File: src/rtl/pred_calc_sequencer_pkg.sv
// Shared constants and FSM encoding for the prediction-calculation sequencer.
// Geometry is one 4:2:0 macroblock: four luma blocks, then Cb and Cr.
package pred_calc_sequencer_pkg;

  localparam int MB_BLOCKS    = 6;
  localparam int BLK_ROWS     = 8;
  localparam int ROW_WORDS    = 4;
  localparam int LAST_Y_BLOCK = 3;

  typedef enum logic [1:0] {
    IDLE  = 2'd0,
    RUN   = 2'd1,
    DRAIN = 2'd2
  } state_t;

endpackage

File: src/rtl/pred_seq_delay_line.sv
// Fixed-depth shift register aligning write strobes with their retrieve addresses.
// Shifts every cycle, so stall bubbles travel through it unchanged; sync reset clears all stages.
module pred_seq_delay_line #(
  parameter int LAT = 3,
  parameter int W   = 11
) (
  input  logic         clk,
  input  logic         rst,
  input  logic [W-1:0] din,
  output logic [W-1:0] dout
);

  logic [W-1:0] pipe [LAT];

  always_ff @(posedge clk) begin
    if (rst) begin
      for (int i = 0; i < LAT; i++) pipe[i] <= '0;
    end else begin
      pipe[0] <= din;
      for (int i = 1; i < LAT; i++) pipe[i] <= pipe[i-1];
    end
  end

  assign dout = pipe[LAT-1];

endmodule

File: src/rtl/pred_calc_sequencer.sv
// Walks one macroblock of retrieve addresses, mirrors them PIPE_LAT cycles later as writes, and
// tracks the two-bank prediction store. Optional stall counter: PRED_SEQ_STALL_CNT_EN.
module pred_calc_sequencer
  import pred_calc_sequencer_pkg::*;
#(
  parameter int PIPE_LAT   = 3,
  parameter int NUM_BLOCKS = MB_BLOCKS
) (
  input  logic       Clk_I,
  input  logic       Reset_I,
  input  logic       Start_I,
  output logic       Ready_O,
  input  logic       Data_Valid_I,
  input  logic       Bank_Release_I,
  output logic [3:0] Block_Counter_O,
  output logic [3:0] Row_Counter_O,
  output logic [1:0] Column_Counter_O,
  output logic       Retrieve_En_O,
  output logic [3:0] Wr_Block_Counter_O,
  output logic [3:0] Wr_Row_Counter_O,
  output logic [1:0] Wr_Column_Counter_O,
  output logic       Write_En_O,
  output logic       Bank_Sel_Flag_O,
  output logic [1:0] Bank_Full_O,
  output logic       Busy_O,
  output logic       Done_O
`ifdef PRED_SEQ_STALL_CNT_EN
  ,
  output logic [15:0] Stall_Count_O
`endif
);

  state_t      state;
  logic        rd_ptr;
  logic        accept, strobe, last_addr, release_ok;
  logic [3:0]  nxt_blk, nxt_row, cur_blk, cur_row, inc_blk, inc_row;
  logic [1:0]  nxt_col, cur_col, inc_col;
  logic [1:0]  full_nxt;
  logic [10:0] wr_bus;

  assign Busy_O     = (state != IDLE);
  assign Ready_O    = (state == IDLE) && !Bank_Full_O[Bank_Sel_Flag_O];
  assign accept     = Start_I && Ready_O;
  assign strobe     = Data_Valid_I && (accept || state == RUN);
  assign release_ok = Bank_Release_I && (Bank_Full_O != 2'b00);

  // The final write address occurs exactly once per macroblock, so it marks completion.
  assign Done_O = (state == DRAIN) && Write_En_O &&
                  (Wr_Block_Counter_O == 4'(NUM_BLOCKS - 1)) &&
                  (Wr_Row_Counter_O == 4'(BLK_ROWS - 1)) &&
                  (Wr_Column_Counter_O == 2'(ROW_WORDS - 1));

  // cur_* is the address this cycle's strobe would issue; a fresh start always begins at zero.
  always_comb begin
    cur_blk = accept ? 4'd0 : nxt_blk;
    cur_row = accept ? 4'd0 : nxt_row;
    cur_col = accept ? 2'd0 : nxt_col;
    inc_blk = cur_blk;
    inc_row = cur_row;
    inc_col = cur_col + 2'd1;
    if (cur_col == 2'(ROW_WORDS - 1)) begin
      if (cur_row == 4'(BLK_ROWS - 1)) begin
        inc_row = 4'd0;
        inc_blk = (cur_blk == 4'(NUM_BLOCKS - 1)) ? 4'd0 : cur_blk + 4'd1;
      end else begin
        inc_row = cur_row + 4'd1;
      end
    end
  end

  assign last_addr = (cur_blk == 4'(NUM_BLOCKS - 1)) && (cur_row == 4'(BLK_ROWS - 1)) &&
                     (cur_col == 2'(ROW_WORDS - 1));

  // Release clears the read bank and completion sets the write bank; both may land together.
  always_comb begin
    full_nxt = Bank_Full_O;
    if (release_ok) full_nxt[rd_ptr] = 1'b0;
    if (Done_O) full_nxt[Bank_Sel_Flag_O] = 1'b1;
  end

  always_ff @(posedge Clk_I) begin
    if (Reset_I) begin
      state            <= IDLE;
      rd_ptr           <= 1'b0;
      Bank_Sel_Flag_O  <= 1'b0;
      Bank_Full_O      <= 2'b00;
      Retrieve_En_O    <= 1'b0;
      Block_Counter_O  <= 4'd0;
      Row_Counter_O    <= 4'd0;
      Column_Counter_O <= 2'd0;
      nxt_blk          <= 4'd0;
      nxt_row          <= 4'd0;
      nxt_col          <= 2'd0;
    end else begin
      Bank_Full_O   <= full_nxt;
      Retrieve_En_O <= strobe;
      if (release_ok) rd_ptr <= ~rd_ptr;
      if (strobe) begin
        Block_Counter_O  <= cur_blk;
        Row_Counter_O    <= cur_row;
        Column_Counter_O <= cur_col;
        nxt_blk          <= inc_blk;
        nxt_row          <= inc_row;
        nxt_col          <= inc_col;
      end else if (accept) begin
        nxt_blk <= 4'd0;
        nxt_row <= 4'd0;
        nxt_col <= 2'd0;
      end
      case (state)
        IDLE:  if (accept) state <= RUN;
        RUN:   if (strobe && last_addr) state <= DRAIN;
        DRAIN: begin
          if (Done_O) begin
            state           <= IDLE;
            Bank_Sel_Flag_O <= ~Bank_Sel_Flag_O;
          end
        end
        default: state <= IDLE;
      endcase
    end
  end

`ifdef PRED_SEQ_STALL_CNT_EN
  always_ff @(posedge Clk_I) begin
    if (Reset_I || accept) begin
      Stall_Count_O <= 16'd0;
    end else if (state == RUN && !Data_Valid_I && Stall_Count_O != 16'hFFFF) begin
      Stall_Count_O <= Stall_Count_O + 16'd1;
    end
  end
`endif

  pred_seq_delay_line #(
    .LAT (PIPE_LAT),
    .W   (11)
  ) u_delay (
    .clk  (Clk_I),
    .rst  (Reset_I),
    .din  ({Retrieve_En_O, Block_Counter_O, Row_Counter_O, Column_Counter_O}),
    .dout (wr_bus)
  );

  assign {Write_En_O, Wr_Block_Counter_O, Wr_Row_Counter_O, Wr_Column_Counter_O} = wr_bus;

endmodule

File: config.mk
export PLATFORM = sky130hd
export DESIGN_NAME = pred_calc_sequencer
export DESIGN_NICKNAME = d
export VERILOG_FILES = /design/src/rtl/pred_calc_sequencer_pkg.sv /design/src/rtl/pred_seq_delay_line.sv /design/src/rtl/pred_calc_sequencer.sv
export SDC_FILE = /design/constraint.sdc
export NUM_CORES = 1
export LEC_CHECK = 0
export ABC_AREA = 1
export CAP_MARGIN = 5
export CORE_MARGIN = 2
export CORE_UTILIZATION = 46
export DETAILED_ROUTE_END_ITERATION = 12
export PLACE_DENSITY_LB_ADDON = 0.1
export SYNTH_ARGS = -nofsm -noshare
export SYNTH_HDL_FRONTEND = slang
export SYNTH_SLANG_ARGS = --single-unit
File: constraint.sdc
create_clock -name Clk_I -period 1.8 [get_ports Clk_I]
set_input_delay 0.36 -clock Clk_I [delete_from_list [all_inputs] [get_ports Clk_I]]
set_output_delay 0.36 -clock Clk_I [all_outputs]
set_load 0.005 [all_outputs]
==> Flow_metrics.wiki, run 1 <==
{| class="wikitable"
! Metric !! Value
|-
| Maximum achievable frequency || 585 MHz
|-
| GRT Util Overall || 17.5%
|-
| Die Height || 74.3 um
|-
| Buffer cell driving the clock tree root || sky130_fd_sc_hd__clkbuf_8
|-
| Result of the run || finished clean
|-
| Cell Rows || 25
|-
| First-iteration detailed-routing DRC count || 82
|-
| Vias after detailed routing || 1793
|-
| Worst setup SP type || register
|-
| Count of max-cap constraint violations || 0
|-
| Clock period minus worst slack || 1710 ps
|-
| Wirelength per Cell || 10.2 um
|-
| Count of mapped cells out of synthesis || 296
|-
| Maximum number of pins on one net before global-route repair || 21
|-
| Nets || 353
|-
| Dpl hpwl || 3.03 mm
|-
| Number of warnings issued by yosys || 0
|-
| Layout Area Growth over Synthesis || 33.9%
|-
| Part of the Yosys area used for sequential elements || 52.9%
|-
| Clock transition at path regs || 70 ps
|-
| DRC errors left || 0
|-
| Final core utilization || 64.0%
|-
| Share of final-layout standard cells stronger than drive strength 1 || 22.2%
|-
| Avg Cell Area, Syn || 7.68 um2
|-
| Worst Tran Pin Value || 247 ps
|-
| Starting density of the core || 47.8%
|-
| Leakage || 1.31 nW
|-
| Number of global-route vias before repair || 1688
|-
| Critical Path AT || 1980 ps
|-
| Setup slack after layout || 90.1 ps
|-
| Clock buffer depth || 2
|-
| Initial antenna violation count || 0
|-
| Horiz. Die Dim || 74.3 um
|-
| RSZ-0062 raised after global routing || true
|-
| Final antenna diode count || 0
|-
| WP data required || 2070 ps
|-
| Compound-gate portion of the synthesized area || 6.17%
|-
| Final setup skew || 8.14 ps
|-
| Post-synth cell types || 26
|-
| Largest family of logic cells by synthesized area || simple AND/OR/NAND/NOR gates
|-
| Final setup violating endpoints || 0
|-
| Number of top-level design ports || 33
|-
| Remaining global-route overflow || 0
|-
| Kind of end point of the critical path || register
|-
| Aggregate routed wire length || 4.25 mm
|-
| Maximum vdd drop || 597 uV
|-
| Register-to-Register Setup Slack || 90 ps
|-
| Number of routed nets with antenna violations || 0
|-
| Commonest cells after routing, fill and taps aside || 55 x sky130_fd_sc_hd__dfxtp_1, 55 x sky130_fd_sc_hd__nor2_1, 49 x sky130_fd_sc_hd__inv_1
|-
| Flip-flop and latch count after synthesis || 60
|-
| First-pass GRT wire length || 7.11 mm
|-
| Clock buffer count from CTS || 9
|-
| Area share of xor/xnor cells in the synthesized design || 0%
|-
| Maximum fanout along the worst path || 5
|-
| Skew-Pair Late Insertion Delay || 340 ps
|-
| CTS sink cnt || 60
|-
| Placer congestion estimate || 0.796
|-
| Vias per Instance || 4.29
|-
| Post-synthesis share of cell area spent on and, or, nand and nor gates || 24.4%
|-
| Power density relative to cell area || 1050 nW/um2
|-
| CTS H-tree lvls || 3
|-
| Fin crit share || 95.0%
|-
| Share of synthesized cell area in full adder, half adder and majority cells || 1.10%
|-
| Cts-stage hold buffer count || 0
|-
| Router iterations before antenna repair || 6
|-
| Type of the worst setup path || register to register
|-
| Buffers on Ports || 32
|-
| Number of hold violations in the final report || 0
|-
| Post-place setup slack || -341 ps
|-
| TritonCTS clock tree || built
|-
| Multiplexer area fraction after synthesis || 0%
|-
| Synthesized cell area || 2270 um2
|-
| Type of the tightest min-delay check || register to register
|-
| Core area || 4750 um2
|-
| Synthesized net count || 303
|-
| Worst hold slack || 399 ps
|-
| Rel. slew slack || 83.4%
|-
| Slew Viols, Final || 0
|-
| Die area || 5520 um2
|}
state kept, by name, summed over array words and instances, names as in the netlist, 2 cells and up:
signal and flops:
Column_Counter_O 2, nxt_blk 4, u_delay.pipe 33, Bank_Full_O 2, state 2, Row_Counter_O 4
nxt_row 4, Block_Counter_O 4, nxt_col 2
synth_stat cells (all sizes together):
library cell / n / share of area [%]
ha: 2 / 1.1
nor2: 59 / 10
nand4: 6 / 2.3
clkinv: 1 / 0.17
nor3: 3 / 0.66
nand2: 43 / 7.7
o22ai: 7 / 1.9
buf: 15 / 4.4
dfxtp: 60 / 53
or2: 1 / 0.28
clkbuf: 2 / 0.33
o21ai: 8 / 1.8
inv: 64 / 11
a21oi: 10 / 2.2
nand3b: 1 / 0.33
a31oi: 1 / 0.28
nand3: 13 / 2.9
report_power, final:
group | switching [mW] | internal, mW | total [mW]
sequential | 0.0332 | 1.40 | 1.43
combinational | 0.211 | 0.194 | 0.405
clock | 0.556 | 0.788 | 1.34
critical path: stages (launching register included):
cell	delay, ps
sky130_fd_sc_hd__dfxtp_4	370
sky130_fd_sc_hd__inv_4	60
sky130_fd_sc_hd__nand2_4	50
sky130_fd_sc_hd__nand4_4	100
sky130_fd_sc_hd__nand2_2	80
sky130_fd_sc_hd__inv_2	80
sky130_fd_sc_hd__ha_4	140
sky130_fd_sc_hd__inv_2	40
sky130_fd_sc_hd__nor2_4	90
sky130_fd_sc_hd__nand4_1	170
sky130_fd_sc_hd__nor2_4	200
sky130_fd_sc_hd__nand2_2	80
sky130_fd_sc_hd__nand2_2	60
sky130_fd_sc_hd__nand2_1	50
sky130_fd_sc_hd__nor2_1	80
path summary, 6_finish.rpt:
kind | start | to | cells past startpoint
hold / removal | u_delay.pipe[0][0] | u_delay.pipe[0][11] | 2
setup / recovery | Bank_Sel_Flag_O | state[1] | 14
hold reg to reg | u_delay.pipe[0][0] | u_delay.pipe[0][11] | 2
setup reg to reg | Bank_Sel_Flag_O | state[1] | 14
cell families (layout without fill, tap and decap cells):
| kind of cell | Yosys count | count (layout) |
|---|---|---|
| AND/OR/NAND/NOR | 126 | 126 |
| adder cells (fa/ha/maj) | 2 | 2 |
| flip-flops | 60 | 60 |
| AO/OA/AOI/OAI | 26 | 26 |
| buffers and inverters | 82 | 137 |
metal layers:
layer | routed length, um | share of wire (%) | track usage [%]
met1 | 2040 | 48 | 20.8
met2 | 1980 | 47 | 28.1
met4 | 52 | 1.2 | 9.52
met5 | 0 | 0 | 0
met3 | 175 | 4.1 | 5.69
layout make-up:
type                            instances  area, um2
Tap cell                               67       83.8
Clock inverter                          7       98.8
Sequential cell                        60       1210
Clock buffer                            9        124
Fill cell                             438       1710
Timing Repair Buffer                   56        495
Inverter                               65        246
Multi-Input combinational cell        154        785
repair_timing:
item | CTS | global route
pin swaps | 4 | 9
setup endpoints to repair | 3 | 19
gates resized for setup | 7 | 18
setup buffers | 1 | 4
through the flow:
step / area [um2] / setup TNS (ps) / std cells / power (mW)
2_1_floorplan: 2290 / 0 / 296 / 1.68
3_3_place_gp: 2730 / -4650 / 398 / 1.86
3_5_place_dp: 2730 / -5230 / 398 / 1.87
4_1_cts: 2970 / 0 / 415 / 3.22
5_1_grt: 3040 / -42.6 / 418 / 3.32
6_report: 3040 / 0 / 418 / 3.18
Note: power is estimated with default switching activity, not from simulation.
==> inputs of run 2 (changes only) <==
--- a/config.mk
+++ b/config.mk
@@ -6,7 +6,6 @@
 export NUM_CORES = 1
 export LEC_CHECK = 0
 export ABC_AREA = 1
-export CAP_MARGIN = 5
 export CORE_MARGIN = 2
 export CORE_UTILIZATION = 46
 export DETAILED_ROUTE_END_ITERATION = 12
==> results of run 2 <==
No change in the layout: final DEF, timing and power equal those of run 1.
